File: src/rtl/regfile_wb_if.sv
// Read-stage / write-back bundle for the register file.
// The read stage drives the master side and regfile_wb implements the slave side.
interface regfile_wb_if #(
    parameter int D_W = 16,
    parameter int A_W = 3
);
    logic [A_W-1:0] src1;
    logic [A_W-1:0] src2;
    logic [D_W-1:0] op1;
    logic [D_W-1:0] op2;
    logic           haz1;
    logic           haz2;
    logic           iss_valid;
    logic [A_W-1:0] iss_dst;
    logic           iss_ready;
    logic           wb_valid;
    logic [A_W-1:0] wb_dst;
    logic [D_W-1:0] wb_data;
    logic           sb_err;

    modport slave (
        input  src1, src2, iss_valid, iss_dst,
        input  wb_valid, wb_dst, wb_data,
        output op1, op2, haz1, haz2, iss_ready, sb_err
    );

    modport master (
        output src1, src2, iss_valid, iss_dst,
        output wb_valid, wb_dst, wb_data,
        input  op1, op2, haz1, haz2, iss_ready, sb_err
    );
endinterface

File: src/rtl/regfile_wb.sv
// Register file with write-through bypass and a per-register
// scoreboard of in-flight writes for RAW hazard detection.
module regfile_wb #(
    parameter int D_W   = 16,
    parameter int NREGS = 8,
    parameter int A_W   = 3,
    parameter int CNT_W = 2
) (
    input  logic         clk,
    input  logic         rst_n,
    regfile_wb_if.slave  rf
);
    localparam logic [CNT_W-1:0] CNT_MAX = '1;
    localparam logic [CNT_W-1:0] CNT_ONE = CNT_W'(1);

    logic [D_W-1:0]   regs_q [NREGS];
    logic [D_W-1:0]   regs_d [NREGS];
    logic [CNT_W-1:0] cnt_q  [NREGS];
    logic [CNT_W-1:0] cnt_d  [NREGS];
    logic             sb_err_q;
    logic             sb_err_d;

    logic [CNT_W-1:0] cnt_s1;
    logic [CNT_W-1:0] cnt_s2;
    logic [CNT_W-1:0] cnt_iss;
    logic [CNT_W-1:0] cnt_wb;
    logic             hit1;
    logic             hit2;
    logic             hit_iss;
    logic             iss_ready;
    logic             iss_fire;
    logic             wb_dec;
    logic             inc_r;
    logic             dec_r;

    always_comb begin
        cnt_s1  = cnt_q[rf.src1];
        cnt_s2  = cnt_q[rf.src2];
        cnt_iss = cnt_q[rf.iss_dst];
        cnt_wb  = cnt_q[rf.wb_dst];

        hit1    = rf.wb_valid && (rf.wb_dst == rf.src1);
        hit2    = rf.wb_valid && (rf.wb_dst == rf.src2);
        hit_iss = rf.wb_valid && (rf.wb_dst == rf.iss_dst);

        // A write-back landing this cycle frees a slot for issue.
        iss_ready = !((cnt_iss == CNT_MAX) &&
                      !(hit_iss && (cnt_iss != '0)));
        iss_fire  = rf.iss_valid && iss_ready;
        wb_dec    = rf.wb_valid && (cnt_wb != '0);
        sb_err_d  = sb_err_q || (rf.wb_valid && (cnt_wb == '0));

        for (int r = 0; r < NREGS; r++) begin
            regs_d[r] = regs_q[r];
            cnt_d[r]  = cnt_q[r];
            inc_r     = iss_fire && (rf.iss_dst == A_W'(r));
            dec_r     = wb_dec && (rf.wb_dst == A_W'(r));
            if (rf.wb_valid && (rf.wb_dst == A_W'(r))) begin
                regs_d[r] = rf.wb_data;
            end
            case ({inc_r, dec_r})
                2'b10:   cnt_d[r] = cnt_q[r] + CNT_ONE;
                2'b01:   cnt_d[r] = cnt_q[r] - CNT_ONE;
                default: cnt_d[r] = cnt_q[r];
            endcase
        end
    end

    assign rf.op1       = hit1 ? rf.wb_data : regs_q[rf.src1];
    assign rf.op2       = hit2 ? rf.wb_data : regs_q[rf.src2];
    // Last outstanding write landing now is bypassed, not a hazard.
    assign rf.haz1      = (cnt_s1 != '0) && !(hit1 && (cnt_s1 == CNT_ONE));
    assign rf.haz2      = (cnt_s2 != '0) && !(hit2 && (cnt_s2 == CNT_ONE));
    assign rf.iss_ready = iss_ready;
    assign rf.sb_err    = sb_err_q;

    always_ff @(posedge clk) begin
        if (!rst_n) begin
            for (int r = 0; r < NREGS; r++) begin
                regs_q[r] <= '0;
                cnt_q[r]  <= '0;
            end
            sb_err_q <= 1'b0;
        end else begin
            regs_q   <= regs_d;
            cnt_q    <= cnt_d;
            sb_err_q <= sb_err_d;
        end
    end
endmodule

File: src/flat_wrapper.sv
// flat-port wrapper written by rule: the top's interface ports become plain ports
module regfile_wb_flat 
#(
    parameter int D_W   = 16,
    parameter int NREGS = 8,
    parameter int A_W   = 3,
    parameter int CNT_W = 2
)
  (clk, rst_n, rf_src1, rf_src2, rf_iss_valid, rf_iss_dst, rf_wb_valid, rf_wb_dst, rf_wb_data, rf_op1, rf_op2, rf_haz1, rf_haz2, rf_iss_ready, rf_sb_err);
  regfile_wb_if #(.D_W(D_W), .A_W(A_W)) rf_i ();
  input  logic clk;
  input  logic rst_n;
  input wire logic [$bits(rf_i.src1)-1:0] rf_src1;
  input wire logic [$bits(rf_i.src2)-1:0] rf_src2;
  input wire logic [$bits(rf_i.iss_valid)-1:0] rf_iss_valid;
  input wire logic [$bits(rf_i.iss_dst)-1:0] rf_iss_dst;
  input wire logic [$bits(rf_i.wb_valid)-1:0] rf_wb_valid;
  input wire logic [$bits(rf_i.wb_dst)-1:0] rf_wb_dst;
  input wire logic [$bits(rf_i.wb_data)-1:0] rf_wb_data;
  output wire logic [$bits(rf_i.op1)-1:0] rf_op1;
  output wire logic [$bits(rf_i.op2)-1:0] rf_op2;
  output wire logic [$bits(rf_i.haz1)-1:0] rf_haz1;
  output wire logic [$bits(rf_i.haz2)-1:0] rf_haz2;
  output wire logic [$bits(rf_i.iss_ready)-1:0] rf_iss_ready;
  output wire logic [$bits(rf_i.sb_err)-1:0] rf_sb_err;
  assign rf_i.src1 = rf_src1;
  assign rf_i.src2 = rf_src2;
  assign rf_i.iss_valid = rf_iss_valid;
  assign rf_i.iss_dst = rf_iss_dst;
  assign rf_i.wb_valid = rf_wb_valid;
  assign rf_i.wb_dst = rf_wb_dst;
  assign rf_i.wb_data = rf_wb_data;
  assign rf_op1 = rf_i.op1;
  assign rf_op2 = rf_i.op2;
  assign rf_haz1 = rf_i.haz1;
  assign rf_haz2 = rf_i.haz2;
  assign rf_iss_ready = rf_i.iss_ready;
  assign rf_sb_err = rf_i.sb_err;
  regfile_wb #(.D_W(D_W), .NREGS(NREGS), .A_W(A_W), .CNT_W(CNT_W)) u_core (.clk(clk), .rst_n(rst_n), .rf(rf_i));
endmodule
File: config.mk
export PLATFORM = sky130hd
export DESIGN_NAME = regfile_wb_flat
export DESIGN_NICKNAME = d
export VERILOG_FILES = /design/src/rtl/regfile_wb_if.sv /design/src/rtl/regfile_wb.sv /design/src/flat_wrapper.sv
export SDC_FILE = /design/constraint.sdc
export NUM_CORES = 1
export LEC_CHECK = 0
export BUFFER_PORTS_ARGS = -buffer_cell sky130_fd_sc_hd__buf_4
export CORE_MARGIN = 2
export CORE_UTILIZATION = 30
export DETAILED_ROUTE_END_ITERATION = 8
export GPL_TIMING_DRIVEN = 0
export PLACE_DENSITY = 0.42
export SKIP_LAST_GASP = 1
export SLEW_MARGIN = 10
export SYNTH_ARGS = -nofsm -noshare
export SYNTH_HDL_FRONTEND = slang
export SYNTH_SLANG_ARGS = --single-unit
File: constraint.sdc
create_clock -name clk -period 2.8 [get_ports clk]
set_clock_uncertainty 0.15 [all_clocks]
set_input_delay 0.42 -clock clk [delete_from_list [all_inputs] [get_ports clk]]
set_output_delay 0.42 -clock clk [all_outputs]
set_load 0.005 [all_outputs]
# Yosys cells after proc, flatten, opt, wreduce, memory -nomap -nowiden
# Index checks and enable logic that the tools add are counted.
# word_totals
ff_bits	145
input_bits	32
output_inout_bits	36
word_cells	161
# op_classes
add_sub_neg	16
order_cmp	4
eq_ne	36
muxes	28
bitwise	4
reduce_logical	56
# op_table
op	n
16-bit binary-select mux with 3-bit select	2
16-bit two-way mux	6
1-bit logical AND	36
2-bit one-hot mux with 2 select lines	8
2-bit binary-select mux with 3-bit select	4
3-bit == test (second input constant)	8
2-bit nonzero test	12
2-bit by 1-bit == test with 1-bit output (second input constant)	10
2-bit == test (second input constant)	9
2-bit by 1-bit adder with 2-bit output (second input constant)	8
4-bit greater-or-equal comparator (second input constant)	4
2-bit two-way mux	8
3-bit inverter with 4-bit output	4
2-bit by 1-bit subtractor with 2-bit output (second input constant)	8
3-bit by 2-bit == test with 1-bit output (second input constant)	4
3-bit == test	3
3-bit by 1-bit == test with 1-bit output (second input constant)	2
3-bit logical NOT	2
1-bit logical NOT	4
2-bit logical NOT	1
1-bit logical OR	1

# Logic depth before layout (Yosys ltp)
# Gate-level depths: netlist of the first run.
# depth
depth_word	13
depth_mapped	10
mapped_depth_nobuf	8

# Worst setup path after synthesis of the first run
# No wires, ideal clock.
# synth_timing
path_type	input to register
from	input port rf_iss_dst[1]
to	register u_core.cnt_q[9] (netlist bit)
setup_time_ns	0.076
arrival_ns	2.204
required_ns	2.574
setup_slack_ns	0.371
path_stages	7
n_path_buf	1
cell_sequence	buf_2 > mux4_2 > a21oi_2 > nand3_1 > ha_1 > or3_1 > a21boi_0
# synth_between
elab_chain_cells	13
word_cells_on_any_way	19
classes_between	eq/ne (5); mux (4); bitwise (1); reduce/logical (9)
# synth_rtl
item	line_no	rtl
start: declaration	flat_wrapper.sv:16	input wire logic [$bits(rf_i.iss_dst)-1:0] rf_iss_dst;
3-bit inverter with 4-bit output (not written as such)	regfile_wb.sv:39	cnt_iss = cnt_q[rf.iss_dst];
2-bit binary-select mux with 3-bit select	regfile_wb.sv:39	
2-bit two-way mux (not written as such) (2 in a row)	regfile_wb.sv:39	
2-bit nonzero test	regfile_wb.sv:48	!(hit_iss && (cnt_iss != '0)));
1-bit logical AND	regfile_wb.sv:48	
1-bit logical NOT	regfile_wb.sv:48	
1-bit logical AND	regfile_wb.sv:47	iss_ready = !((cnt_iss == CNT_MAX) &&
1-bit logical NOT	regfile_wb.sv:47	
1-bit logical AND	regfile_wb.sv:49	iss_fire = rf.iss_valid && iss_ready;
1-bit logical AND (*)	regfile_wb.sv:56	inc_r = iss_fire && (rf.iss_dst == A_W'(r));
2-bit by 1-bit == test with 1-bit output or 2-bit == test (tied branches)	regfile_wb.sv:61	case ({inc_r, dec_r})
2-bit one-hot mux with 2 select lines or 2-bit nonzero test (tied branches)	n/a	
end signal: assignment	regfile_wb.sv:86	cnt_q <= cnt_d;
end: declaration	regfile_wb.sv:18	logic [CNT_W-1:0] cnt_q [NREGS];
# Mark *: on every way between the ends. The rest lies on a longest branch, timed or not. The select of a mux whose other input is x is not followed.
# A chain may end at the register's enable or synchronous reset.

# Final worst setup path of the first run
# layout_timing
from	input port rf_src1[0]
to	output port rf_op1[14]
# layout_between
elab_chain_cells	5
word_cells_on_any_way	7
classes_between	eq/ne (1); mux (4); bitwise (1); reduce/logical (1)
# layout_rtl
item	line_no	rtl
start: declaration	flat_wrapper.sv:13	input wire logic [$bits(rf_i.src1)-1:0] rf_src1;
3-bit inverter with 4-bit output (not written as such)	regfile_wb.sv:69	assign rf.op1 = hit1 ? rf.wb_data : regs_q[rf.src1];
16-bit binary-select mux with 3-bit select	regfile_wb.sv:69	
16-bit two-way mux (not written as such) (2 in a row)	regfile_wb.sv:69	
16-bit two-way mux (*)	regfile_wb.sv:69	
end: declaration	flat_wrapper.sv:20	output wire logic [$bits(rf_i.op1)-1:0] rf_op1;
# Marks and branches as above.

==> impl_results.md, run 1 <==
* Maximum root-to-sink buffer count at 2
* Area of placed instances at 9550 um2
* Largest fanout of any net on the critical path at 10
* Async set or reset register ratio after synthesis at 0%
* Global-route wire length before repair at 46600 um
* Most common cell after layout, fill and taps aside: sky130_fd_sc_hd__nand2_1
* Top post-synthesis cells by area: sky130_fd_sc_hd__dfxtp_1 33%, sky130_fd_sc_hd__mux4_2 16%, sky130_fd_sc_hd__nand2_1 12%
* Total die area at 30600 um2
* Pwr Density at 523 nW/um2
* Critical path cell sequence: buf_6, buf_6, xnor2_1, nand4_2, buf_6, a21oi_1, buf_4
* Reported leakage power at 3.59 nW
* Critical path start-end classification: in -> out
* Leading cell types in the layout, fill and taps excluded: 269 x sky130_fd_sc_hd__nand2_1, 145 x sky130_fd_sc_hd__dfxtp_1, 96 x sky130_fd_sc_hd__a21boi_0
* Total global-route track usage at 20.9%
* RSZ-0062 raised after global routing: no
* Total I/O pin count at 68
* Worst-case hold slack at 165 ps
* Global route overflow at 0
* Deepest level of the CTS H-tree at 4
* Starting utilization of the core area at 30.5%
* Highest clock rate at 0.380 GHz
* Arr. time, crit path at 2060 ps
* Average wire per cell in the routed design at 22.4 um
* Via total after detailed routing at 7072
* Worst hold-check path type: in -> reg
* Post-synthesis sequential element count at 145
* Sort of element at the start of the critical path: primary input
* Crit path buffers/inverters at 4
* Clk slew on worst S/H paths at 70 ps
* Net count of the finished layout at 1032
* Warnings from Yosys at 0
* Number of vias per cell at 5.09
* Share of the cycle needed by the critical path after routing at 94.0%
* Half-perimeter wire length after detailed placement at 22600 um
* CTS tree: done
* Most frequent cell on the critical path: sky130_fd_sc_hd__buf_6
* Number of antenna repair diodes at 0
* Count of hold-fix buffers inserted at cts at 0
* Chip width at 175 um
* EDFF count, synth at 0
* Design Area, Final at 10200 um2
* Type of destination of the critical path: output port
* Maximum VDD drop at 0.361 mV
* Pin count of the biggest net entering global routing at 17
* Clock root buffer: sky130_fd_sc_hd__clkbuf_16
* Vertical extent of the die at 175 um
* Count of clock tree sinks at 145
* Max-slew headroom at 44.2%
* Cells after synthesis at 930
* Total nets after synthesis at 970
* Mean post-synth cell area at 9.42 um2
* Remaining DRCs at 0
* Fin. Hold Viols at 0
* Share of final-layout standard cells stronger than drive strength 1 at 21.5%
* Placer Congestion at 0.802
* TritonCTS buffer count at 17
* Antenna Nets Post-Route at 0
* Minimum period implied by the final worst setup slack at 2630 ps
* Vias in the first global route at 7040
* Maxcap violations at 0
* Antenna violations before repair at 0
* Layout overhead on the synthesized area at 16.2%
* Status: finished clean
* Total wire length at 31200 um
* Slack of the worst reg-to-reg path at 270 ps
* Required time at the worst-slack endpoint at 2230 ps
* Length of the first detailed-routing pass in iterations at 4
* Latest clock arrival within the worst-skew pair at 430 ps
* Proportion of synthesized chip area in sequential cells at 33.1%
* Setup violation total in the final timing report at 0
* Slowest stage cell, crit path: sky130_fd_sc_hd__nand4_2
* Slew Viols, Final at 0
* Maximum cell stage delay along the critical path at 330 ps
* Yosys top cell by area: sky130_fd_sc_hd__dfxtp_1
* Utilization of the core after routing at 35.5%
* DR iter-0 viols at 435
* Count of unique library cells instantiated by Yosys at 46
* Post-synth top area share at 33.1%
* Kind of cell adding the most delay to the critical path: buffers and inverters
* Number of I/O port buffers at 42
* Area of the mapped netlist at 8760 um2
* Slew of the pin with the lowest slew margin at 838 ps
* Num rows at 62
* Core area at 28700 um2
* Most used flip-flop cell after synthesis: sky130_fd_sc_hd__dfxtp_1
## layer usage
| layer | track usage, % | up-vias | wire length, um |
|---|---|---|---|
| met2 | 33.7 | 129 | 14600 |
| met4 | 5.73 | 0 | 469 |
| li1 | - | 3374 | - |
| met1 | 29.2 | 3542 | 14800 |
| met3 | 3.07 | 27 | 1220 |
| met5 | 0 | - | 0 |
## cells by family after synthesis
kind of cell,count (synthesis),share of synthesized area [%]
flip-flops,145,33.1
buffers and inverters,81,6.13
XOR/XNOR,25,2.50
AND/OR/NAND/NOR,374,18.3
AO/OA/AOI/OAI,191,15.6
multiplexers,106,23.1
adder cells (fa/ha/maj),8,1.14
## where the power goes
group / internal [mW] / switching (mW) / total, mW
Combinational: 0.302 / 0.406 / 0.708
Clock: 1.45 / 1.02 / 2.46
Sequential: 2.11 / 0.0430 / 2.15
## final timing paths
path / start / to / cells past startpoint
worst max-delay path: rf_src1[0] / rf_op1[14] / 7
worst min-delay path: rf_wb_data[4] / u_core.regs_q[116]$_SDFFE_PN0P_ / 3
worst max register to register: u_core.cnt_q[8]$_SDFFE_PN0P_ / u_core.cnt_q[1]$_SDFFE_PN0P_ / 8
worst min register to register: u_core.regs_q[126]$_SDFFE_PN0P_ / u_core.regs_q[126]$_SDFFE_PN0P_ / 2
## repair_timing
item,in CTS,in global routing
endpoints found under the hold margin,0,0
buffers inserted,0,1
setup endpoints to repair,0,2
resized for setup,0,0
## synth_stat cells (4+ instances only)
master,instances
sky130_fd_sc_hd__nor2_2,6
sky130_fd_sc_hd__mux4_1,8
sky130_fd_sc_hd__o21ai_0,8
sky130_fd_sc_hd__dfxtp_1,145
sky130_fd_sc_hd__buf_6,18
sky130_fd_sc_hd__xnor2_1,25
sky130_fd_sc_hd__nand2b_1,4
sky130_fd_sc_hd__or3_1,8
sky130_fd_sc_hd__nand2_1,269
sky130_fd_sc_hd__buf_4,20
sky130_fd_sc_hd__ha_1,8
sky130_fd_sc_hd__a21boi_0,96
sky130_fd_sc_hd__mux4_2,63
sky130_fd_sc_hd__a21boi_1,40
sky130_fd_sc_hd__nand3_2,4
sky130_fd_sc_hd__buf_2,9
sky130_fd_sc_hd__nor2b_1,4
sky130_fd_sc_hd__nor2_1,48
sky130_fd_sc_hd__mux2i_1,32
sky130_fd_sc_hd__and2_1,11
sky130_fd_sc_hd__clkbuf_1,33
sky130_fd_sc_hd__a21oi_1,36
## flip-flops by register name, summed over array words and instances (netlist names)
signal / count
u_core.regs_q: 128
u_core.cnt_q: 16
u_core.rf.sb_err: 1
## worst reg2reg max path, stage by stage, from the launching register on
cell and delay [ps]:
sky130_fd_sc_hd__dfxtp_1 380, sky130_fd_sc_hd__or3b_1 390, sky130_fd_sc_hd__o311a_2 160, sky130_fd_sc_hd__o32ai_4 300, sky130_fd_sc_hd__buf_4 190, sky130_fd_sc_hd__nor2_1 60, sky130_fd_sc_hd__ha_1 330, sky130_fd_sc_hd__or3_1 340
sky130_fd_sc_hd__a21boi_0 160
## per-stage QoR
step	power [mW]	setup TNS (ps)	setup slack [ps]	cells
3_5_place_dp	2.91	-179	-131	1356
4_1_cts	5.37	0	156	1388
2_1_floorplan	2.64	0	371	930
3_3_place_gp	2.91	-157	-135	1356
6_report	5.33	0	168	1389
5_1_grt	5.52	0	80.2	1389
## cell type report
cell class	instances	area (um2)
multi-input combinational	704	5320
clock buffer	19	443
sequential	145	2900
clock inverter	13	175
fill	3057	18500
tap	384	480
buffer	81	537
timing repair buffer	43	323
Note: power is estimated with default switching activity, not from simulation.
==> run 2: changes to the inputs <==
--- a/config.mk
+++ b/config.mk
@@ -6,6 +6,7 @@
 export NUM_CORES = 1
 export LEC_CHECK = 0
 export BUFFER_PORTS_ARGS = -buffer_cell sky130_fd_sc_hd__buf_4
+export CORE_ASPECT_RATIO = 0.9
 export CORE_MARGIN = 2
 export CORE_UTILIZATION = 30
 export DETAILED_ROUTE_END_ITERATION = 8
==> impl_results.md, run 2 (synthesis gave the netlist of run 1 again) <==
* Status: finished clean
* TritonCTS buffer count at 17 (unchanged)
* Crit path buffers/inverters at 4 (unchanged)
* Switching power summed over all nets at 1.48 mW (+0.68%)
* Type of destination of the critical path: output port
* Clock root buffer: sky130_fd_sc_hd__clkbuf_16
* Utilization of the core after routing at 35.0% (-0.49 points)
* Count of clock tree sinks at 145 (unchanged)
* Slew Viols, Final at 0 (unchanged)
* Via total after detailed routing at 7211 (+2.0%)
* Worst-case hold slack at 171 ps (+5.68 ps)
* Average wire per cell in the routed design at 23.3 um (+4.0%)
* Number of antenna repair diodes at 0 (unchanged)
* Area of placed instances at 9530 um2 (-0.24%)
* Slowest stage cell, crit path: sky130_fd_sc_hd__nand4_2
* Number of I/O port buffers at 42 (unchanged)
* Clk slew on worst S/H paths at 70 ps (about the same)
* Kind of cell adding the most delay to the critical path: buffers and inverters
* Setup violation total in the final timing report at 0 (unchanged)
* Area occupied by multi-input gates at 5320 um2 (unchanged)
* Sort of element at the start of the critical path: primary input
* Layout overhead on the synthesized area at 15.0%
* Largest register by flop count: u_core.regs_q
* Core area at 28800 um2 (+0.31%)
* Number of vias per cell at 5.27 (+3.5%)
* Leading cell types in the layout, fill and taps excluded: 269 x sky130_fd_sc_hd__nand2_1, 145 x sky130_fd_sc_hd__dfxtp_1, 96 x sky130_fd_sc_hd__a21boi_0
* Vias in the first global route at 7027 (-0.18%)
* Total I/O pin count at 68 (unchanged)
* Count of hold-fix buffers inserted at cts at 0 (unchanged)
* RSZ-0062 raised after global routing: no
* Placer Congestion at 0.766 (-4.5%)
* Maxcap violations at 0 (unchanged)
* Net count of the finished layout at 1031 (-0.097%)
* Slew of the pin with the lowest slew margin at 881 ps (+43.3 ps)
* Fraction of power consumed by combinational cells at 13.9% (+0.6 points)
* Power, Total at 5.10 mW (-4.2%)
* Length of the first detailed-routing pass in iterations at 7 (+3)
* Design Area, Final at 10100 um2 (-1.1%)
* Pin count of the biggest net entering global routing at 17 (unchanged)
* Global route overflow at 0 (unchanged)
* Number of placed instances, taps included at 1338 (-1.3%)
* Minimum period implied by the final worst setup slack at 2670 ps (+38.0 ps)
* Half-perimeter wire length after detailed placement at 22700 um (+0.31%)
* Remaining DRCs at 0 (unchanged)
* Most common cell after layout, fill and taps aside: sky130_fd_sc_hd__nand2_1
* Maximum VDD drop at 0.450 mV (+25%)
* Internal portion of total power at 3.62 mW (-6.1%)
* Switching portion of total power at 29.0% (+1.4 points)
* Pwr Density at 507 nW/um2 (-3.2%)
* Global-route wire length before repair at 47700 um (+2.3%)
* Required time at the worst-slack endpoint at 2230 ps (about the same)
* Fin. Hold Viols at 0 (unchanged)
* Final Non-Filler Cells at 1368 (-1.5%)
* Post-route setup TNS at 0 ps (unchanged)
* Largest fanout of any net on the critical path at 10 (unchanged)
* Maximum root-to-sink buffer count at 2 (unchanged)
* DR iter-0 viols at 595 (+37%)
* Arr. time, crit path at 2100 ps (+40 ps)
* Setup WS pre-CTS at -100 ps (+31.3 ps)
* Post-CTS setup buffer count at 0 (unchanged)
* Most frequent cell on the critical path: sky130_fd_sc_hd__buf_6
* Antenna violations before repair at 0 (unchanged)
* Highest clock rate at 0.375 GHz (-1.4%)
* Final worst setup slack at 130 ps (-38.0 ps)
* Share of the cycle needed by the critical path after routing at 95.4% (+1.4 points)
* FF+latch area at 2900 um2 (unchanged)
* Total die area at 30600 um2 (about the same)
* Max FFs per register at 128 (unchanged)
* Reported leakage power at 3.54 nW (-1.4%)
* Worst hold-check path type: in -> reg
* Total global-route track usage at 21.6% (+0.69 points)
* Max-slew headroom at 41.3% (-2.9 points)
* Total wire length at 31900 um (+2.4%)
* Antenna Nets Post-Route at 0 (unchanged)
* CTS tree: done
* Starting utilization of the core area at 30.4% (-0.093 points)
* Deepest level of the CTS H-tree at 4 (unchanged)
* Num rows at 59 (-4.8%)
* Share of final-layout standard cells stronger than drive strength 1 at 21.4% (-0.14 points)
* Critical path cell sequence: buf_6, buf_6, xnor2_1, nand4_2, buf_6, a21oi_1, buf_4
* Maximum cell stage delay along the critical path at 350 ps (+20 ps)
* Chip width at 184 um (+5.3%)
* Number of fillers in the final layout at 2992 (-2.1%)
* Portion of total power attributed to the clock network at 43.9% (-2.4 points)
* Post-cts resize count at 0 (unchanged)
* Vertical extent of the die at 166 um (-5.0%)
* Critical path start-end classification: in -> out
* Latest clock arrival within the worst-skew pair at 440 ps (about the same)
* Sequential share of power at 42.2% (+1.8 points)
==> run 2: final cells by class <==
type / count / share of cell area [%]
Buffer: 81 / 5.33
Clock inverter: 13 / 1.13
Clock buffer: 17 / 4.22
Timing Repair Buffer: 42 / 3.13
Multi-Input combinational cell: 704 / 52.8
Sequential cell: 145 / 28.8
Tap cell: 366 / 4.55
==> run 2: layer usage <==
metal  vias to the layer above  part of all wire, %  global-route usage, %
met4                         0                 0.86                   3.76
met2                       190                   45                   32.8
met1                      3626                   49                   32.0
met3                        22                  5.2                   4.21
li1                       3373                    -                      -
met5                         -                    0                      0
==> run 2: worst register-to-register path, stage by stage (launching register included) <==
cell and delay, ps:
sky130_fd_sc_hd__dfxtp_1 360, sky130_fd_sc_hd__or3b_1 390, sky130_fd_sc_hd__o311a_2 170, sky130_fd_sc_hd__o32ai_4 420
sky130_fd_sc_hd__nor2_1 140, sky130_fd_sc_hd__ha_1 360, sky130_fd_sc_hd__or3_1 370, sky130_fd_sc_hd__a21boi_0 160
==> run 2: path summary, 6_finish.rpt <==
| kind | startpoint | to | slack, ps | depth (start not counted) |
|---|---|---|---|---|
| setup reg to reg | u_core.cnt_q[8]$_SDFFE_PN0P_ | u_core.cnt_q[11]$_SDFFE_PN0P_ | 200 | 7 |
| setup / recovery | rf_src1[0] | rf_op1[6] | 130 | 7 |
| hold reg to reg | u_core.regs_q[14]$_SDFFE_PN0P_ | u_core.regs_q[14]$_SDFFE_PN0P_ | 310 | 2 |
| hold / removal | rf_wb_data[4] | u_core.regs_q[20]$_SDFFE_PN0P_ | 170 | 3 |
==> run 2: power by group through the flow <==
stage	registers, mW	clock network [mW]	logic, mW
6_report	2.15	2.24	0.710
5_1_grt	2.16	2.36	0.763
4_1_cts	2.15	2.28	0.718
3_5_place_dp	2.20	0	0.716
3_3_place_gp	2.20	0	0.716
2_1_floorplan	2.18	0	0.455
==> run 3: changes to the inputs <==
--- a/config.mk
+++ b/config.mk
@@ -11,7 +11,7 @@
 export CORE_UTILIZATION = 30
 export DETAILED_ROUTE_END_ITERATION = 8
 export GPL_TIMING_DRIVEN = 0
-export PLACE_DENSITY = 0.42
+export PLACE_DENSITY = 0.43
 export SKIP_LAST_GASP = 1
 export SLEW_MARGIN = 10
 export SYNTH_ARGS = -nofsm -noshare
==> constraint.sdc (replaced) <==
create_clock -name clk -period 2.2 [get_ports clk]
set_clock_uncertainty 0.15 [all_clocks]
set_input_delay 0.33 -clock clk [delete_from_list [all_inputs] [get_ports clk]]
set_output_delay 0.33 -clock clk [all_outputs]
set_load 0.005 [all_outputs]
==> impl_results.md, run 3 (synthesis gave the netlist of run 1 again) <==
* Core area at 28800 um2 (unchanged)
* Required time at the worst-slack endpoint at 1720 ps (-510 ps)
* Maximum root-to-sink buffer count at 2 (unchanged)
* Max-slew headroom at 48.5% (+7.2 points)
* Slew Viols, Final at 0 (unchanged)
* Global-route wire length before repair at 47500 um (-0.33%)
* Worst hold stages at 3 (unchanged)
* Failing checks: setup timing
* Sort of element at the start of the critical path: flop
* Total I/O pin count at 68 (unchanged)
* Latest clock arrival within the worst-skew pair at 450 ps (about the same)
* Half-perimeter wire length after detailed placement at 22500 um (-1.0%)
* Share of the cycle needed by the critical path after routing at 108%
* CTS tree: done
* Antenna violations before repair at 0 (unchanged)
* TritonCTS buffer count at 17 (unchanged)
* Largest register by flop count: u_core.regs_q
* Source of the worst hold timing path: rf_wb_data[4]
* Maxcap violations at 0 (unchanged)
* R2R Path End: u_core.cnt_q[7]$_SDFFE_PN0P_
* Hold path endpoint: u_core.regs_q[68]$_SDFFE_PN0P_
* Layout overhead on the synthesized area at 25.5%
* Pin count of the biggest net entering global routing at 17 (unchanged)
* Net count of the finished layout at 1066 (+3.4%)
* Slowest stage cell, crit path: sky130_fd_sc_hd__mux4_2
* Fin. Hold Viols at 0 (unchanged)
* Deepest level of the CTS H-tree at 4 (unchanged)
* Placer Congestion at 0.766 (unchanged)
* Worst Reg2Reg Path Length in Cells at 8 (+1)
* Antenna Nets Post-Route at 0 (unchanged)
* Vias in the first global route at 7167 (+2.0%)
* Area occupied by multi-input gates at 5690 um2 (+7.1%)
* Design Area, Final at 11000 um2 (+9.1%)
* Number of placed instances, taps included at 1338 (unchanged)
* Slew of the pin with the lowest slew margin at 772 ps (-108 ps)
* Critical path cell sequence: buf_4, buf_6, mux4_2, a211oi_2, a21oi_2, buf_4
* Total wire length at 32100 um (+0.58%)
* Leading cell types in the layout, fill and taps excluded: 267 x sky130_fd_sc_hd__nand2_1, 101 x sky130_fd_sc_hd__dfxtp_1, 88 x sky130_fd_sc_hd__a21boi_0
* FF+latch area at 2990 um2 (+2.9%)
* Kind of cell adding the most delay to the critical path: multiplexers
* Chip width at 184 um (unchanged)
* Remaining DRCs at 0 (unchanged)
* Total die area at 30600 um2 (unchanged)
* Status: complete, but fails checks
* Share of final-layout standard cells stronger than drive strength 1 at 34.9% (+14 points)
* Clk slew on worst S/H paths at 70 ps (about the same)
* Number of antenna repair diodes at 0 (unchanged)
* Reported leakage power at 3.80 nW (+7.5%)
* Length of the first detailed-routing pass in iterations at 4 (-3)
* Most common cell after layout, fill and taps aside: sky130_fd_sc_hd__nand2_1
* Largest fanout of any net on the critical path at 5 (-5)
* Worst-case hold slack at 54.0 ps (-117 ps)
* Worst reg2reg startpoint: u_core.cnt_q[9]$_SDFFE_PN0P_
* Setup WS pre-CTS at -590 ps (-490 ps)
* Highest clock rate at 0.420 GHz
* Via total after detailed routing at 7367 (+2.2%)
* Vertical extent of the die at 166 um (unchanged)
* Crit path buffers/inverters at 3 (-1)
* Max FFs per register at 128 (unchanged)
* DR iter-0 viols at 564 (-5.2%)
* Pwr Density at 606 nW/um2 (+20%)
* Maximum cell stage delay along the critical path at 460 ps (+110 ps)
* Final Non-Filler Cells at 1405 (+2.7%)
* Power, Total at 6.66 mW (+31%)
* Num rows at 59 (unchanged)
* Minimum period implied by the final worst setup slack at 2380 ps
* Most frequent cell on the critical path: sky130_fd_sc_hd__buf_4
* Count of clock tree sinks at 145 (unchanged)
* RSZ-0062 raised after global routing: yes
* Critical path start-end classification: reg -> out
* Final worst setup slack at -181 ps (-310 ps)
* Setup violation total in the final timing report at 22 (+22)
* Number of I/O port buffers at 42 (unchanged)
* Slack of the worst reg-to-reg path at -150 ps (-350 ps)
* Clock root buffer: sky130_fd_sc_hd__clkbuf_16
* Area of placed instances at 9560 um2 (+0.32%)
* Type of destination of the critical path: output port
* Average wire per cell in the routed design at 22.8 um (-2.1%)
* Maximum VDD drop at 0.550 mV (+22%)
* Global route overflow at 0 (unchanged)
* Worst hold-check path type: in -> reg
* Number of vias per cell at 5.24 (-0.53%)
* Arr. time, crit path at 1900 ps (-200 ps)
* Starting utilization of the core area at 30.4% (unchanged)
* Number of fillers in the final layout at 2958 (-1.1%)
* Total global-route track usage at 21.4% (-0.14 points)
-- run 3: cell types whose count changed in the layout (fill, tap and decap cells not counted), moves of 8 or more --
cell / change
sky130_fd_sc_hd__ha_1: -8
sky130_fd_sc_hd__dfxtp_2: +32
sky130_fd_sc_hd__xnor2_1: -8
sky130_fd_sc_hd__a21oi_2: +18
sky130_fd_sc_hd__dfxtp_4: +12
sky130_fd_sc_hd__dfxtp_1: -44
sky130_fd_sc_hd__buf_12: +8
sky130_fd_sc_hd__a21oi_1: -20
sky130_fd_sc_hd__buf_4: +16
sky130_fd_sc_hd__a21boi_0: -8
-- run 3: layout make-up --
class	count	area share, %
plain buffers	81	5.93
clock buffers	19	4.12
clock inverters	13	0.945
multi-input cells	704	51.8
repair buffers	77	5.84
well taps	366	4.17
flip-flops and latches	145	27.2
-- run 3: worst max path at each step --
stage                            startpoint                      endpoint  cells after the start
2_1_floorplan  u_core.cnt_q[9]$_SDFFE_PN0P_  u_core.cnt_q[3]$_SDFFE_PN0P_                      7
3_3_place_gp                    rf_wb_valid  u_core.cnt_q[9]$_SDFFE_PN0P_                     10
3_5_place_dp                    rf_wb_valid  u_core.cnt_q[9]$_SDFFE_PN0P_                     10
4_1_cts        u_core.cnt_q[8]$_SDFFE_PN0P_  u_core.cnt_q[9]$_SDFFE_PN0P_                      8
5_1_grt        u_core.cnt_q[9]$_SDFFE_PN0P_  u_core.cnt_q[7]$_SDFFE_PN0P_                      8
6_report       u_core.cnt_q[9]$_SDFFE_PN0P_                       rf_haz2                      6
-- run 3: worst min-delay path, delay by kind of cell --
family | cells | cell delay, ps
AO/OA/AOI/OAI | 1 | 60
buffers and inverters | 1 | 160
AND/OR/NAND/NOR | 1 | 60
-- run 3: stage by stage --
step,utilization (%),setup TNS (ps)
detailed placement,33.2,-10100
finish,38.2,-1850
CTS,36.5,-3000
global placement,33.2,-10060
floorplan,-,-65.8
global route,38.2,-4180
-- run 3: report_power, final --
group	internal [mW]	switching (mW)	total, mW	leakage, nW
registers	2.68	0.0534	2.73	1.20
clock network	1.52	1.34	2.86	0.270
logic	0.484	0.579	1.06	2.33
total	4.69	1.97	6.66	3.80
-- run 3: metal layers --
layer,wire length (um),vias to the layer above,GRT usage (%)
li1,-,3439,-
met1,15500,3746,31.2
met2,14900,160,33.1
met3,1360,22,3.49
met4,393,0,5.39
met5,0,-,0
-- run 3: timing repair --
action | in CTS | in global routing
hold endpoints to repair | 0 | 0
pin swaps | 23 | 45
cloned | 0 | 1
hold buffers | 0 | 0
gates resized for setup | 67 | 103
setup endpoints to repair | 51 | 49
buffers inserted | 18 | 16
